File: config.mk
export PLATFORM = sky130hd
export DESIGN_NAME = control_sequencer
export DESIGN_NICKNAME = d
export VERILOG_FILES = /design/src/rtl/control_sequencer.sv
export SDC_FILE = /design/constraint.sdc
export NUM_CORES = 1
export LEC_CHECK = 0
export CAP_MARGIN = 20
export CORE_MARGIN = 3
export CORE_UTILIZATION = 49
export CTS_BUF_LIST = sky130_fd_sc_hd__clkbuf_16
export CTS_CLUSTER_SIZE = 28
export DETAILED_ROUTE_END_ITERATION = 12
export PLACE_DENSITY = 0.86
export SYNTH_ARGS = -nofsm -noshare
export SYNTH_HDL_FRONTEND = slang
export SYNTH_SLANG_ARGS = --single-unit
File: constraint.sdc
create_clock -name clk -period 5.75 [get_ports clk]
set_input_delay 0.8625 -clock clk [delete_from_list [all_inputs] [get_ports clk]]
set_output_delay 0.8625 -clock clk [all_outputs]
set_load 0.02 [all_outputs]
File: src/rtl/control_sequencer.sv
// -----------------------------------------------------------------------------
// control_sequencer
//   T-state microcode sequencer that drives the datapath control word. It
//   replaces hand-set control lines with four operating states: MANUAL
//   (control word taken from manual_ctrl), STEP (one T-state per step_btn
//   press), RUN (one T-state every DIV clocks) and HALTED (left only by reset).
//
// Ports
//   clk, rst_n    system clock, asynchronous active-low reset
//   mode          00 MANUAL, 01 STEP, 10 RUN, 11 treated as STEP
//   step_btn      debounced, synchronous step request level
//   manual_ctrl   control word used while in MANUAL
//   opcode        current instruction opcode
//   flag_c/flag_z ALU carry / zero flags
//   rom_addr      microcode address {flag_c, flag_z, opcode, step_idx}
//   rom_data      microcode word, combinational from rom_addr
//   ctrl          control word to the datapath
//   tick          one-cycle latch enable for datapath registers
//   step_idx      current T-state
//   halted        high while in HALTED
// -----------------------------------------------------------------------------
module control_sequencer #(
  parameter int OPC_W   = 4,
  parameter int CTRL_W  = 16,
  parameter int STEPS   = 5,
  parameter int STEP_W  = 3,
  parameter int DIV     = 50000000,
  parameter int HLT_BIT = 15,
  parameter int END_BIT = 14
) (
  input  logic                      clk,
  input  logic                      rst_n,
  input  logic [1:0]                mode,
  input  logic                      step_btn,
  input  logic [CTRL_W-1:0]         manual_ctrl,
  input  logic [OPC_W-1:0]          opcode,
  input  logic                      flag_c,
  input  logic                      flag_z,
  output logic [2+OPC_W+STEP_W-1:0] rom_addr,
  input  logic [CTRL_W-1:0]         rom_data,
  output logic [CTRL_W-1:0]         ctrl,
  output logic                      tick,
  output logic [STEP_W-1:0]         step_idx,
  output logic                      halted
);

  localparam int DIV_W = (DIV > 2) ? $clog2(DIV) : 1;

  typedef enum logic [1:0] {
    ST_MANUAL = 2'd0,
    ST_STEP   = 2'd1,
    ST_RUN    = 2'd2,
    ST_HALTED = 2'd3
  } state_t;

  state_t             state_reg;
  state_t             mode_state;
  logic               tick_reg;
  logic               halted_reg;
  logic               btn_q;
  logic [STEP_W-1:0]  step_reg;
  logic [DIV_W-1:0]   div_reg;

  logic               btn_rise;
  logic               div_done;
  logic               seq_active;
  logic               halt_now;
  logic               last_step;

  // Requested state for the mode switches; the reserved encoding acts as STEP.
  always_comb begin
    mode_state = ST_STEP;
    case (mode)
      2'b00:   mode_state = ST_MANUAL;
      2'b10:   mode_state = ST_RUN;
      default: mode_state = ST_STEP;
    endcase
  end

  // Control word source depends only on the current state, so it is stable
  // for the whole cycle in which the datapath latches it.
  always_comb begin
    ctrl = '0;
    case (state_reg)
      ST_MANUAL:        ctrl = manual_ctrl;
      ST_STEP, ST_RUN:  ctrl = rom_data;
      default:          ctrl = '0;
    endcase
  end

  assign rom_addr   = {flag_c, flag_z, opcode, step_reg};
  assign btn_rise   = step_btn & ~btn_q;
  assign div_done   = (div_reg == DIV_W'(DIV - 1));
  assign seq_active = (state_reg == ST_STEP) || (state_reg == ST_RUN);
  assign halt_now   = tick_reg && seq_active && ctrl[HLT_BIT];
  assign last_step  = (step_reg == STEP_W'(STEPS - 1));

  always_ff @(posedge clk or negedge rst_n) begin
    if (!rst_n) begin
      state_reg  <= ST_MANUAL;
      step_reg   <= '0;
      tick_reg   <= 1'b0;
      halted_reg <= 1'b0;
      div_reg    <= '0;
      btn_q      <= 1'b0;
    end else begin
      // Edge detector always tracks the button so a level held across a
      // state change never produces a spurious tick.
      btn_q <= step_btn;

      if (state_reg == ST_HALTED) begin
        tick_reg <= 1'b0;
        div_reg  <= '0;
      end else if (halt_now) begin
        // HLT wins over END and over any tick that would start this cycle.
        state_reg  <= ST_HALTED;
        halted_reg <= 1'b1;
        step_reg   <= '0;
        tick_reg   <= 1'b0;
        div_reg    <= '0;
      end else begin
        state_reg <= mode_state;

        // T-state advance uses the state that produced this tick, even if
        // mode is changing at the same edge. MANUAL ticks consume no T-state.
        if (tick_reg && seq_active) begin
          if (ctrl[END_BIT] || last_step) begin
            step_reg <= '0;
          end else begin
            step_reg <= step_reg + STEP_W'(1);
          end
        end

        if (state_reg == ST_RUN) begin
          if (div_done) begin
            div_reg  <= '0;
            tick_reg <= 1'b1;
          end else begin
            div_reg  <= div_reg + DIV_W'(1);
            tick_reg <= 1'b0;
          end
        end else begin
          // Divider held at zero outside RUN, so RUN entry starts a full period.
          div_reg  <= '0;
          tick_reg <= btn_rise;
        end
      end
    end
  end

  assign tick     = tick_reg;
  assign step_idx = step_reg;
  assign halted   = halted_reg;

endmodule

# --- Yosys cells after proc, flatten, opt, wreduce, memory -nomap -nowiden ---
# Cells that the tools add are included.
totals:
  regBits: 34
  elab_cells: 41
classes:
  addsub: 2
  n_eq_ne: 6
  muxes: 14
  bitwise: 3
  reduce_logical: 10
ops:
  columns: ["op", "count"]
  rows:
  - ["$mux 26", 4]
  - ["$pmux 16 s2", 1]
  - ["$add 26x1->26 const B", 1]
  - ["$eq 26x26->1 const B", 1]
  - ["$mux 3", 3]
  - ["$eq 2x2->1 const B", 3]
  - ["$logic_not 2->1", 2]
  - ["$mux 1", 4]
  - ["$pmux 2 s2", 1]
  - ["$reduce_and 2->1", 2]
  - ["$add 3x1->3 const B", 1]
  - ["$eq 3x3->1 const B", 1]
  - ["$eq 2x1->1 const B", 1]
  - ["$logic_and 1x1->1", 2]
  - ["$logic_or 1x1->1", 2]
  - ["$mux 2", 1]
  - ["$not 1->1", 2]
  - ["$reduce_bool 2->1", 1]
  - ["$reduce_or 2->1", 1]
  - ["$and 1x1->1", 1]

# --- Depth between registers and ports, before layout ---
logic_depth:
  ltp_word: 7
  mapped_depth: 8

# --- Worst setup path after synthesis ---
# OpenSTA, ideal clock, no wires.
synth_timing:
  path_type: "flip-flop to output port"
  from: "reg state_reg[0]"
  to: "out ctrl[13]"
  arrival_ps: 1615
  setup_slack_ps: 3272
  path_stages_with_launch: 7
  n_path_buf: 2
  cell_sequence: "dfrtp_1 -> inv_1 -> ha_1 -> clkbuf_1 -> clkbuf_1 -> a22oi_1 -> nor2_1"
synth_via:
  elab_chain_cells: 3
  word_cells_on_any_way: 5
  cone_classes: "eq/ne: 2; mux: 1; reduce/logical: 2"
synth_rtl:
  columns: ["item", "line_no", "text"]
  rows:
  - ["start, declared", "56", "state_t state_reg;"]
  - ["start signal, assigned", "122", "state_reg <= mode_state;"]
  - ["$eq 2x1->1 / $eq 2x2->1 (equally long branches)", "84", "case (state_reg)"]
  - ["$reduce_or 2->1", "84", null]
  - ["$pmux 16 s2 *", "84", null]
  - ["end, declared", "41", "output logic [CTRL_W-1:0] ctrl,"]
# Every way passes the cells marked *; elsewhere a longest branch is shown, timed or not.

# --- Worst setup path in the final report ---
layout_timing:
  from: "reg state_reg[0]"
  to: "out ctrl[15]"
# The elaborated chain is that of the path after synthesis.

==> flow_summary_export.csv <==
group,metric,value,unit
placement,port_buffers,60,
detailed_routing,ant_nets,0,
setup_path,path_class,"reg -> out",
timing,fin_crit_sh,55.6,%
detailed_routing,vias,1882,
timing,fmax,313,MHz
yosys,synth_edf_count,0,
yosys,synth-main-ff-cell,"dfrtp_1",
cells_and_area,final_nets,331,
timing,finalCriticalPeriod,3200,ps
cts,cts_buffers,5,
detailed_routing,dr.pass1.iters,4,
detailed_routing,route.detailed.drc,0,
flow_run,cap_violations,0,
timing,fin_tns_setup,0,ps
timing,hold_viol,0,
grt,grt_usage,20.4,%
floorplan,design.core.area,3850,sq um
yosys,synth_commonest_cells,"nor2_1 (35), dfrtp_1 (34), a22oi_1 (16), a21oi_1 (13), inv_1 (12)",
grt,antenna_found_initial,0,
worst_hold_path,hold_class,"reg -> reg",
setup_path,crit_required,4890,ps
cts,clockBufferDepth,2,
grt,grt_pass1_wl,8200,um
setup_path,critPathArrivalTime,2340,ps
timing,slew_headroom,58.4,%
yosys,ys_seq_area_share,41.1,%
floorplan,ioPinCount,73,
grt,grt_pass1_vias,1748,
yosys,synth_top_area_share,41.1,%
floorplan,rows,22,
setup_path,crit_chain,"inv_1 -> ha_1 -> a22oi_1 -> nor2_1 -> clkdlybuf4s50_1",
cts,htreeDepth,2,
cells_and_area,synthToLayoutAreaGrowth,33.0,%
cts,clock_latency,270,ps
grt,met2_usage,33.5,%
power_and_ir_drop,power_density,188,nW/um^2
timing,drv_slew,0,
yosys,synth_area,2070,sq um
yosys,synth_top_cell_by_area,"dfrtp_1",
floorplan,fp.dieW,71.0,um
yosys,avgSynthCellArea,8.88,sq um
yosys,post-synth-top-count-cell,"nor2_1",
power_and_ir_drop,vdd_drop_max,0.000167,V
floorplan,die_h,71.0,um
cells_and_area,diodes,0,
detailed_routing,drtIter0Drc,110,
floorplan,initial_utilization,53.7,%
timing,rsz0062_at_grt,"false",
grt,met3_usage,4.12,%
cts,cts_sinks,34,
detailed_routing,vias_per_cell,5.72,
yosys,yosys_warnings,0,
cells_and_area,largest_register_ffs,26,
timing,setup_viol,0,
setup_path,critical_path_buf_inv_count,2,
yosys,ys_async_sr_fraction,100,%
cts,clockRootBuffer,"clkbuf_16",
yosys,syn_inst,233,
yosys,synth_area_leaders,"dfrtp_1 (41%), nor2_1 (6.4%), a22oi_1 (5.8%)",
setup_path,critPathTopFamily,"buffers and inverters",
cts,cts_hold_buf,0,
outcome,status,"complete, no violations",
cts,clk_pin_slew_worst_paths,50,ps
setup_path,crit_path_start_kind,"register",
cts,cts_tree,"built",
cts,cts.repair.resized,0,
floorplan,die_area,5040,sq um
detailed_routing,wl_per_cell,15.1,um
placement,place_hpwl,3600,um
grt,grt-busiest-layer,"met2",
grt,grt_max_degree,35,
grt,met1_usage,27.5,%
timing,finClkSkew,6.14,ps
placement,gp_congestion,0.801,
yosys,ys_seq_elements,34,
setup_path,crit_path_top_delay_cell,"clkdlybuf4s50_1",
power_and_ir_drop,p_leak,0.984,nW
setup_path,critPathMaxStageDelay,630,ps
cts,post_cts.repair.setup_buffers,0,
timing,whs,462,ps
cells_and_area,drive_above_1_share,5.69,%
setup_path,cp_max_fo,17,
setup_path,endpoint_kind,"output port",
yosys,syn-num-nets,283,
yosys,yosysUniqueCellTypes,39,
timing,tightest_slew,625,ps
detailed_routing,drt_wl_total,4960,um
grt,gr-total-overflow,0,
[logic make-up (layout without fill, tap and decap cells)]
kind of cell	Yosys count	count (layout)	share of synthesized area [%]
fa+ha+maj	7	7	4.23
xor+xnor	13	13	5.51
flops	34	34	41.1
buf+inv	32	80	7.98
simple gates	94	94	24.4
compound gates	53	53	16.7
[layout make-up]
type / instances / area, sq um
Clock buffer: 5 / 125
Clock inverter: 2 / 10.0
Fill cell: 283 / 1100
Inverter: 12 / 45.0
Multi-Input combinational cell: 167 / 1050
Sequential cell: 34 / 851
Tap cell: 48 / 60.1
Timing Repair Buffer: 61 / 608
[per-layer routing]
layer	wire, um	vias to the layer above
li1	-	926
met1	2220	916
met2	2570	38
met3	147	2
met4	27	0
met5	0	-
[metrics by stage]
stage	instances	utilization (%)	total power, mW	worst slack, ps	area [sq um]
finish	329	71.4	0.516	2550	2750
CTS	329	71.4	0.520	2550	2750
floorplan	233	-	0.251	3270	2070
global route	329	71.4	0.535	2390	2750
global placement	322	67.9	0.275	2670	2620
detailed placement	322	67.9	0.275	2660	2620
[path summary, 6_finish.rpt]
check                                   from            to  slack, ps  cells past startpoint
worst max-delay path            state_reg[0]      ctrl[15]       2550                      5
worst min-delay path                  halted        halted        460                      1
worst max register to register  state_reg[0]   div_reg[14]       3190                      6
worst min register to register        halted        halted        460                      1
max in group asynchronous              rst_n  state_reg[1]       4430                      2
min in group asynchronous              rst_n    div_reg[1]       1010                      2
[cells in the final DEF, fill, tap and decap left out, types with 8 or more instances in the layout]
| cell | instances |
|---|---|
| o21ai_0 | 10 |
| inv_1 | 12 |
| dfrtp_1 | 34 |
| a22oi_1 | 16 |
| clkdlybuf4s50_1 | 60 |
| nand3_1 | 8 |
| a21oi_1 | 13 |
| xnor2_1 | 11 |
| nand2_1 | 10 |
| nor2_1 | 35 |
[power breakdown]
group          total [mW]  internal (mW)  leakage (nW)  switching, mW
registers           0.240          0.240         0.452      0.0000787
clock network       0.245          0.156        0.0694         0.0893
logic              0.0308         0.0223         0.462        0.00853
[worst reg2reg max path: cells and delay by family (launching register included)]
kind                     cells  cell delay, ps
AO/OA/AOI/OAI                3            1250
adder cells (fa/ha/maj)      1             540
flip-flops                   1             390
AND/OR/NAND/NOR              1             120
buffers and inverters        1             110
Power figures use the tool's default switching activity.
